<file path="config.mk">
export PLATFORM = sky130hd
export DESIGN_NAME = word_frame_parser
export DESIGN_NICKNAME = d
export VERILOG_FILES = /design/src/rtl/word_frame_parser_pkg.sv /design/src/rtl/word_frame_parser_sat_counter.sv /design/src/rtl/word_frame_parser.sv
export SDC_FILE = /design/constraint.sdc
export NUM_CORES = 1
export LEC_CHECK = 0
export ABC_AREA = 1
export CAP_MARGIN = 25
export CELL_PAD_IN_SITES_DETAIL_PLACEMENT = 1
export CELL_PAD_IN_SITES_GLOBAL_PLACEMENT = 1
export CORE_MARGIN = 2
export CORE_UTILIZATION = 30
export DETAILED_ROUTE_END_ITERATION = 16
export PLACE_DENSITY = 0.63
export SLEW_MARGIN = 0
export SYNTH_ARGS = -nofsm -noshare
export SYNTH_HDL_FRONTEND = slang
export SYNTH_SLANG_ARGS = --single-unit
</file>
<file path="constraint.sdc">
create_clock -name dout_clk -period 1.8 [get_ports dout_clk]
set_input_delay 0.36 -clock dout_clk [delete_from_list [all_inputs] [get_ports dout_clk]]
set_output_delay 0.36 -clock dout_clk [all_outputs]
set_load 0.02 [all_outputs]
</file>
<file path="src/rtl/word_frame_parser_pkg.sv">
// Shared definitions for the word frame parser.
// Holds the 2-bit parser state encoding, the error codes reported on
// err_code_o when a frame terminates, and the default sync word.
package word_frame_parser_pkg;

  typedef enum logic [1:0] {
    ST_HUNT    = 2'd0,
    ST_LEN     = 2'd1,
    ST_PAYLOAD = 2'd2,
    ST_CHECK   = 2'd3
  } state_e;

  localparam logic [1:0] ERR_NONE = 2'd0;
  localparam logic [1:0] ERR_LEN  = 2'd1;
  localparam logic [1:0] ERR_CSUM = 2'd2;
  localparam logic [1:0] ERR_TMO  = 2'd3;

  localparam logic [15:0] SYNC_WORD_DEF = 16'hA55A;

endpackage

</file>
<file path="src/rtl/word_frame_parser_sat_counter.sv">
// Saturating up-counter used for the good/bad frame statistics.
// Ports:
//   clk_i   - clock
//   rstn    - asynchronous active-low reset, clears the count
//   inc_i   - add one this cycle (ignored once the count is all-ones)
//   count_o - current count
module sat_counter #(
  parameter int W = 16
) (
  input  logic         clk_i,
  input  logic         rstn,
  input  logic         inc_i,
  output logic [W-1:0] count_o
);

  logic [W-1:0] count_q;

  // Count up on each increment request and stick at all-ones so a long
  // run never wraps back to a misleadingly small value.
  always_ff @(posedge clk_i or negedge rstn) begin
    if (!rstn) begin
      count_q <= '0;
    end else if (inc_i && (count_q != '1)) begin
      count_q <= count_q + W'(1);
    end
  end

  assign count_o = count_q;

endmodule

</file>
<file path="src/rtl/word_frame_parser.sv">
// Frame parser sitting behind the 4-to-16-bit async FIFO, dout_clk domain.
// Hunts for a sync word, reads a length word, forwards that many payload
// words with start/end markers, then compares a checksum word against the
// 16-bit running sum of the payload. Every frame termination (good, bad
// length, checksum error, timeout) produces a one-cycle frame_done_o pulse.
// The input is never stalled; the upstream FIFO has no backpressure.
// Ports:
//   dout_clk     - clock
//   rstn         - asynchronous active-low reset
//   in_data_i    - 16-bit word from the FIFO stage
//   in_en_i      - in_data_i valid this cycle
//   out_data_o   - payload word
//   out_valid_o  - out_data_o valid
//   out_sop_o    - first payload word of a frame
//   out_eop_o    - last payload word of a frame
//   frame_done_o - one-cycle pulse at frame termination
//   frame_ok_o   - qualifies frame_done_o, 1 = good frame
//   err_code_o   - error reason when frame_ok_o = 0 (see package)
//   good_cnt_o   - saturating count of good frames
//   bad_cnt_o    - saturating count of errored frames
module word_frame_parser
  import word_frame_parser_pkg::*;
#(
  parameter logic [15:0] SYNC_WORD = SYNC_WORD_DEF,
  parameter int          MAX_LEN   = 64,
  parameter int          TIMEOUT   = 255,
  parameter int          CNT_W     = 16
) (
  input  logic             dout_clk,
  input  logic             rstn,
  input  logic [15:0]      in_data_i,
  input  logic             in_en_i,
  output logic [15:0]      out_data_o,
  output logic             out_valid_o,
  output logic             out_sop_o,
  output logic             out_eop_o,
  output logic             frame_done_o,
  output logic             frame_ok_o,
  output logic [1:0]       err_code_o,
  output logic [CNT_W-1:0] good_cnt_o,
  output logic [CNT_W-1:0] bad_cnt_o
);

  localparam int IDLE_W = $clog2(TIMEOUT + 1);

  state_e              state_q, state_d;
  logic [15:0]         remaining_q, remaining_d;
  logic [15:0]         sum_q, sum_d;
  logic [IDLE_W-1:0]   idleCnt_q, idleCnt_d;
  logic                firstBeat_q, firstBeat_d;

  logic [15:0]         outData_q, outData_d;
  logic                outValid_q, outValid_d;
  logic                outSop_q, outSop_d;
  logic                outEop_q, outEop_d;
  logic                frameDone_q, frameDone_d;
  logic                frameOk_q, frameOk_d;
  logic [1:0]          errCode_q, errCode_d;

  // State and registered outputs. Everything the outside world sees comes
  // from these flops, one cycle after the word that caused it.
  always_ff @(posedge dout_clk or negedge rstn) begin
    if (!rstn) begin
      state_q     <= ST_HUNT;
      remaining_q <= '0;
      sum_q       <= '0;
      idleCnt_q   <= '0;
      firstBeat_q <= 1'b0;
      outData_q   <= '0;
      outValid_q  <= 1'b0;
      outSop_q    <= 1'b0;
      outEop_q    <= 1'b0;
      frameDone_q <= 1'b0;
      frameOk_q   <= 1'b0;
      errCode_q   <= ERR_NONE;
    end else begin
      state_q     <= state_d;
      remaining_q <= remaining_d;
      sum_q       <= sum_d;
      idleCnt_q   <= idleCnt_d;
      firstBeat_q <= firstBeat_d;
      outData_q   <= outData_d;
      outValid_q  <= outValid_d;
      outSop_q    <= outSop_d;
      outEop_q    <= outEop_d;
      frameDone_q <= frameDone_d;
      frameOk_q   <= frameOk_d;
      errCode_q   <= errCode_d;
    end
  end

  // Next-state logic. Inside a frame an idle cycle either bumps the idle
  // counter or, on the cycle the count would reach TIMEOUT, aborts the
  // frame. A word arriving on that same cycle wins and is consumed
  // normally. A sync value is only recognised while hunting, so the same
  // bit pattern inside a frame is ordinary data.
  always_comb begin
    state_d     = state_q;
    remaining_d = remaining_q;
    sum_d       = sum_q;
    idleCnt_d   = idleCnt_q;
    firstBeat_d = firstBeat_q;
    outData_d   = outData_q;
    outValid_d  = 1'b0;
    outSop_d    = 1'b0;
    outEop_d    = 1'b0;
    frameDone_d = 1'b0;
    frameOk_d   = 1'b0;
    errCode_d   = ERR_NONE;

    if (state_q == ST_HUNT) begin
      idleCnt_d = '0;
      if (in_en_i && (in_data_i == SYNC_WORD)) begin
        state_d = ST_LEN;
      end
    end else if (!in_en_i) begin
      if (idleCnt_q == IDLE_W'(TIMEOUT - 1)) begin
        idleCnt_d   = '0;
        frameDone_d = 1'b1;
        errCode_d   = ERR_TMO;
        state_d     = ST_HUNT;
      end else begin
        idleCnt_d = idleCnt_q + IDLE_W'(1);
      end
    end else begin
      idleCnt_d = '0;
      case (state_q)
        ST_LEN: begin
          if ((in_data_i == 16'd0) || (in_data_i > 16'(MAX_LEN))) begin
            frameDone_d = 1'b1;
            errCode_d   = ERR_LEN;
            state_d     = ST_HUNT;
          end else begin
            remaining_d = in_data_i;
            sum_d       = '0;
            firstBeat_d = 1'b1;
            state_d     = ST_PAYLOAD;
          end
        end
        ST_PAYLOAD: begin
          outData_d   = in_data_i;
          outValid_d  = 1'b1;
          outSop_d    = firstBeat_q;
          firstBeat_d = 1'b0;
          sum_d       = sum_q + in_data_i;
          remaining_d = remaining_q - 16'd1;
          if (remaining_q == 16'd1) begin
            outEop_d = 1'b1;
            state_d  = ST_CHECK;
          end
        end
        ST_CHECK: begin
          frameDone_d = 1'b1;
          if (in_data_i == sum_q) begin
            frameOk_d = 1'b1;
          end else begin
            errCode_d = ERR_CSUM;
          end
          state_d = ST_HUNT;
        end
        default: begin
          state_d = ST_HUNT;
        end
      endcase
    end
  end

  // The counters are fed from the next-state termination pulse so their
  // new value becomes visible on the same cycle as frame_done_o.
  sat_counter #(.W(CNT_W)) u_good_cnt (
    .clk_i   (dout_clk),
    .rstn    (rstn),
    .inc_i   (frameDone_d & frameOk_d),
    .count_o (good_cnt_o)
  );

  sat_counter #(.W(CNT_W)) u_bad_cnt (
    .clk_i   (dout_clk),
    .rstn    (rstn),
    .inc_i   (frameDone_d & ~frameOk_d),
    .count_o (bad_cnt_o)
  );

  assign out_data_o   = outData_q;
  assign out_valid_o  = outValid_q;
  assign out_sop_o    = outSop_q;
  assign out_eop_o    = outEop_q;
  assign frame_done_o = frameDone_q;
  assign frame_ok_o   = frameOk_q;
  assign err_code_o   = errCode_q;

endmodule

</file>
Yosys cells after proc, flatten, opt, wreduce, memory -nomap -nowiden
Cells that the tools add are included.
Word-level totals
  flip-flop bits (word level): 98
  bits of input ports: 19
Cells by class
  $lt $le $gt $ge: 1
  equality and inequality tests: 12
  bitwise operators: 4
  reductions and logical operators: 11
  add/sub/neg operators: 5
  muxes and demuxes: 41
Operators by type and width (number)
  $pmux W16 S2: 2
  $add A16 B1 Y16 const B: 2
  $mux W16: 2
  $ne A16 B16 Y1 const B: 2
  $mux W8: 3
  $mux W1: 20
  $mux W2: 10
  $add A16 B16 Y16: 1
  $eq A16 B1 Y1 const B: 1
  $eq A16 B16 Y1: 1
  $eq A16 B16 Y1 const B: 1
  $gt A16 B7 Y1 const B: 1
  $logic_not A16 Y1: 1
  $sub A16 B1 Y16 const B: 1
  $add A8 B1 Y8 const B: 1
  $eq A8 B8 Y1 const B: 1
  $pmux W2 S2: 2
  $reduce_and A3 Y1: 2
  $eq A2 B2 Y1 const B: 2
  $ne A4 B4 Y1 const B: 1
  $pmux W1 S2: 2
  $reduce_and A4 Y1: 1
  $logic_and A1 B1 Y1: 3
  $reduce_bool A3 Y1: 1
  8 further kinds: 10

Longest topological paths before layout
  word-level depth: 8
  gate-level depth with buffers: 13
  mapped depth without buffers: 12

Hierarchy
From an unflattened synthesis, not the netlist that was laid out.
Second synthesis, totals
  cells, all modules: 904
  area, all modules: 6481.2 µm²
Modules (own cells, without submodules)
  word_frame_parser: cells each 606, instances 1, sequential area each 1651.6 µm², area an instance 4364.2 µm²
  sat_counter: cells each 149, instances 2, sequential area each 400.4 µm², area an instance 1058.5 µm²

Least setup slack after synthesis
No wires, ideal clock.
  path type: input port to flip-flop
  from: in in_data_i[5]
  to: reg u_good_cnt.count_q[7] (netlist: u_good_cnt.count_o[7])
  buffers on the path: 1
  arrival time: 1.763 ns
  path slack: -0.094 ns
  library setup time: 0.131 ns
  cell stages on the path: 11
  cell sequence: ha_1 > inv_2 > nand2_1 > nor3_1 > nand2_1 > nor3_4 > nand2_4 > inv_2 > buf_6 > nand2_1 > xnor2_1
RTL lines
  start, declared: RTL line word_frame_parser.sv:31  | input logic [15:0] in_data_i,
  $eq A16 B16 Y1: RTL line word_frame_parser.sv:154  | if (in_data_i == sum_q) begin
  $mux W1: RTL line word_frame_parser.sv:154
  $mux W1: RTL line word_frame_parser.sv:127  | case (state_q)
  $mux W1: RTL line word_frame_parser.sv:116  | end else if (!in_en_i) begin
  $mux W1: RTL line word_frame_parser.sv:111  | if (state_q == ST_HUNT) begin
  named net frameOk_d: RTL line word_frame_parser.sv:57  | logic frameOk_q, frameOk_d;
  $and A1 B1 Y1: RTL line word_frame_parser.sv:173  | .inc_i (frameDone_d & frameOk_d),
  $logic_and A1 B1 Y1: RTL line word_frame_parser_sat_counter.sv:23  | end else if (inc_i && (count_q != '1)) begin
  end signal, assigned: RTL line word_frame_parser_sat_counter.sv:24  | count_q <= count_q + W'(1);
  end, declared: RTL line word_frame_parser_sat_counter.sv:16  | logic [W-1:0] count_q;
The timed path passes the listed nets, and every way through them passes these cells.
A chain may end at the register's enable or synchronous reset.

Final worst setup path
  from: reg sum_q[13]
  to: reg u_good_cnt.count_q[7] (netlist: u_good_cnt.count_o[7])
On the way
  longest elaborated chain between the ends: 7
Ends and longest elaborated chain
  start, declared: RTL line word_frame_parser.sv:48  | logic [15:0] sum_q, sum_d;
  start signal, assigned: RTL line word_frame_parser.sv:79  | sum_q <= sum_d;
  $eq A16 B16 Y1: RTL line word_frame_parser.sv:154
  $mux W1: RTL line word_frame_parser.sv:154
  $mux W1: RTL line word_frame_parser.sv:127
  $mux W1: RTL line word_frame_parser.sv:116
  $mux W1: RTL line word_frame_parser.sv:111
  named net frameOk_d: RTL line word_frame_parser.sv:57
  $and A1 B1 Y1: RTL line word_frame_parser.sv:173
  $logic_and A1 B1 Y1: RTL line word_frame_parser_sat_counter.sv:23
The timed path passes the listed nets, and every way through them passes these cells.

==> metrics.txt <==
outcome finished, violations left; violated checks setup timing; area grow syn2layout 55.9%; count of buffer and inverter cells on the critical path 3; worst-path fanout max 6; post-detailed-route count of antenna-violating nets 0; via-per-instance ratio 4.84; Worst Setup Slack post-DPL -0.795 ns; final core utilization 47.3%; clock transition at the registers of the reported paths 0.07 ns; Die Wd 144 um; Setup Viol. Count Final 33; Max-Cap Viols 0; top-level I/O count 74; static power due to leakage 4.43 nW; drt wl/cell 16.7 um; clock sink total 98; Congestion Overflow GR 0; pin count of the biggest net entering global routing 99; final max-slew violation count 0; combined area of all synthesized cells 5870 sq um; RSZ-0062 raised after global routing yes; HPWL after detailed placement 14.4 mm; area post-placement 7870 sq um; fraction of synthesized area in multiplexers 0%; Main synth FF type sky130_fd_sc_hd__dfrtp_1; Final Cell Area 9150 sq um; area of the core 19300 sq um; number of flops mapped to enable cells by yosys 0; row count 51; final wirelength 20.8 mm; register bit count reported by yosys 98; wire length of the first global-routing pass 32.4 mm; peak ir drop on the vdd network 0.000503 V; via count of the first global-routing pass 6389; total track usage 19.9%; critical path, cell by cell ha_4 > inv_2 > nand2_2 > nor3_4 > nand3_4 > nor3_4 > nand2_4 > buf_4 > inv_6 > nand2_1 > xnor2_1; Post-Synth Simple-Gate Area 31.8%; data required time at the worst endpoint 2.04 ns; yosys synthesis warning count 0; final hold violation count 0; Async SR Flop Fraction 100%; router iterations before antenna repair 4; DRC marker count from the first detailed-route iteration 208; floorplan die height 144 um; power density over the cells 760 nW/um^2; Filler Cell Count 2304; library cell with the largest summed area after synthesis sky130_fd_sc_hd__dfrtp_1; adder and majority gate portion of the synthesized area 5.89%; share of the synthesized area in compound gates (AO/OA/AOI/OAI) 8.08%; Seq/Total Area, Yosys 41.8%; minimum period implied by the final worst setup slack 1.95 ns; parity-gate share of the synthesized area counting xor and xnor cells 5.82%; die area 20700 sq um; Port Buffers 73; final weighted congestion in routability-driven placement 0.828; Sequential cell area 2450 sq um; Mapped Cells 767; setup clock skew after layout 0.0111 ns; Post-CTS Hold Fix Bufs 0; vias after detailed routing 6035; clock insertion delay at the later pin of the skew report 0.35 ns; top post-synthesis cells by area sky130_fd_sc_hd__dfrtp_1 (42%), sky130_fd_sc_hd__nand2_1 (15%), sky130_fd_sc_hd__ha_1 (5.5%); dominant combinational cell family by area after synthesis simple AND/OR/NAND/NOR gates; kind of critical path register to register; Residual DRC 0; Clock H-tree levels 3; CP max stage cell sky130_fd_sc_hd__dfrtp_1; antenna violations before repair 0; Setup crit end kind register; count of antenna diodes in the layout 0; class of the most critical hold timing path input port to asynchronous set/reset pin; cell chosen for the clock root sky130_fd_sc_hd__clkbuf_16; fin worst setup slack -0.154 ns; largest stage delay on the critical path 0.41 ns; deepest clock path buffer count 2; share of cells above drive strength 1 32.5%; Crit path max-delay family simple AND/OR/NAND/NOR gates; Avg Cell Area, Syn 7.65 sq um; unique cell type count in the Yosys netlist 37; combined area of the multi-input logic cells 3750 sq um; initial standard-cell utilization of the core 30.3%; part of the cycle the worst path needs 109%; TritonCTS clock tree done; fraction of synthesized cell area taken by the top area cell type 41.8%; CP startpoint kind register; Relative slew margins 63.4%; Post-Synthesis Net Count 813; actual transition at the worst max-transition pin 0.548 ns; Nets 1024; total clock buffers created by CTS 9; highest clock frequency the design can meet 0.512 GHz; Crit path arrival time 2.19 ns; cell with the most instances on the worst path sky130_fd_sc_hd__nor3_4
[metal layers]
layer	GRT usage (%)	vias to the layer above	wire length, um
li1	-	2909	-
met4	6.14	0	381
met2	35.9	93	11000
met1	24.8	3006	8850
met5	0	-	0
met3	2.17	27	510
[logic make-up after synthesis]
logic type	Yosys count
xor gates and xnor gates	39
adders and majority gates	27
DFF	98
AOI/OAI and AO/OA	88
and+or+nand+nor	420
buffers and inverters	95
[sequential cells by signal, summed over array words and instances, names as in the netlist, 2 cells and up]
name / flops
out_data_o: 16
remaining_q: 16
sum_q: 16
u_bad_cnt.count_o: 16
u_good_cnt.count_o: 16
idleCnt_q: 8
err_code_o: 2
state_q: 2
[cell type report]
class	instances	area share (%)
Multi-Input combinational cell	575	41.0
Sequential cell	98	26.8
Timing Repair Buffer	215	21.5
Tap cell	265	3.63
Inverter	78	3.37
Clock buffer	11	2.76
Clock inverter	4	0.807
Timing Repair inverter	1	0.0958
[through the flow]
stage	total power [mW]	instances	hold slack (ns)	TNS (ns)
final	6.95	1247	0.0733	-3.03
after global routing	7.35	1247	0.106	-7.72
after CTS	6.93	1237	0.102	-2.52
after detailed placement	4.64	1199	0.477	-48.11
after global placement	4.53	1199	0.468	-44.47
after floorplan	3.78	767	0.0644	-0.101
[power breakdown]
group	total [mW]	switching, mW	internal [mW]	leakage, nW
clock	2.18	0.892	1.29	0.162
sequential	2.66	0.214	2.44	1.31
combinational	2.11	1.26	0.852	2.96
total	6.95	2.36	4.59	4.43
[placed cells by master (no fill, tap or decap), types with 13 or more instances in the layout]
cell type                           n
sky130_fd_sc_hd__buf_4            112
sky130_fd_sc_hd__buf_6             22
sky130_fd_sc_hd__clkdlybuf4s50_1   38
sky130_fd_sc_hd__dfrtp_1           96
sky130_fd_sc_hd__dlygate4sd2_1     13
sky130_fd_sc_hd__ha_4              15
sky130_fd_sc_hd__inv_1             60
sky130_fd_sc_hd__inv_2             16
sky130_fd_sc_hd__nand2_1          200
sky130_fd_sc_hd__nand2_2           26
sky130_fd_sc_hd__nand3_1           40
sky130_fd_sc_hd__nand3_2           13
sky130_fd_sc_hd__nand4_1           22
sky130_fd_sc_hd__nor2_1            50
sky130_fd_sc_hd__nor2_4            13
sky130_fd_sc_hd__nor3_1            15
sky130_fd_sc_hd__o21ai_0           36
sky130_fd_sc_hd__o21ai_1           14
sky130_fd_sc_hd__xnor2_1           18
sky130_fd_sc_hd__xor2_1            20
[synthesized netlist by cell type (2+ instances only)]
cell / instances
sky130_fd_sc_hd__xor2_1: 20
sky130_fd_sc_hd__a21oi_1: 18
sky130_fd_sc_hd__nor2_4: 4
sky130_fd_sc_hd__nand2_2: 2
sky130_fd_sc_hd__buf_2: 2
sky130_fd_sc_hd__o21ai_0: 54
sky130_fd_sc_hd__xnor2_1: 19
sky130_fd_sc_hd__nand4_1: 22
sky130_fd_sc_hd__or2_2: 2
sky130_fd_sc_hd__nand2_1: 233
sky130_fd_sc_hd__a31oi_1: 2
sky130_fd_sc_hd__o211ai_1: 3
sky130_fd_sc_hd__nor4_1: 4
sky130_fd_sc_hd__nand3_2: 2
sky130_fd_sc_hd__o21bai_1: 5
sky130_fd_sc_hd__nand4_4: 2
sky130_fd_sc_hd__a21o_1: 3
sky130_fd_sc_hd__nand3_1: 55
sky130_fd_sc_hd__nor3_1: 20
sky130_fd_sc_hd__clkbuf_1: 9
sky130_fd_sc_hd__ha_1: 26
sky130_fd_sc_hd__buf_4: 3
sky130_fd_sc_hd__inv_2: 7
sky130_fd_sc_hd__nor2_2: 2
sky130_fd_sc_hd__nor2_1: 68
sky130_fd_sc_hd__buf_6: 2
sky130_fd_sc_hd__dfrtp_1: 98
sky130_fd_sc_hd__inv_1: 71
[what timing repair did]
item | CTS | global route
pin swaps | 35 | 55
gates resized for setup | 116 | 140
cloned | 2 | 1
setup buffers | 21 | 12
endpoints found under the hold margin | 0 | 0
setup endpoints to repair | 82 | 74
[final timing paths]
kind / cells after the start / endpoint / from / slack, ns
max in group asynchronous: 2 / u_bad_cnt.count_o[0]$_DFFE_PN0P_ / rstn / 1.30
max: 11 / u_good_cnt.count_o[7]$_DFFE_PN0P_ / sum_q[13]$_DFFE_PN0P_ / -0.15
min reg2reg: 2 / out_data_o[1]$_DFFE_PN0P_ / out_data_o[1]$_DFFE_PN0P_ / 0.49
min: 2 / u_good_cnt.count_o[10]$_DFFE_PN0P_ / rstn / 0.07
min in group dout_clk: 3 / out_data_o[2]$_DFFE_PN0P_ / in_data_i[2] / 0.35
max reg2reg: 11 / u_good_cnt.count_o[7]$_DFFE_PN0P_ / sum_q[13]$_DFFE_PN0P_ / -0.15
No activity file was read; power rests on OpenSTA's default activity.
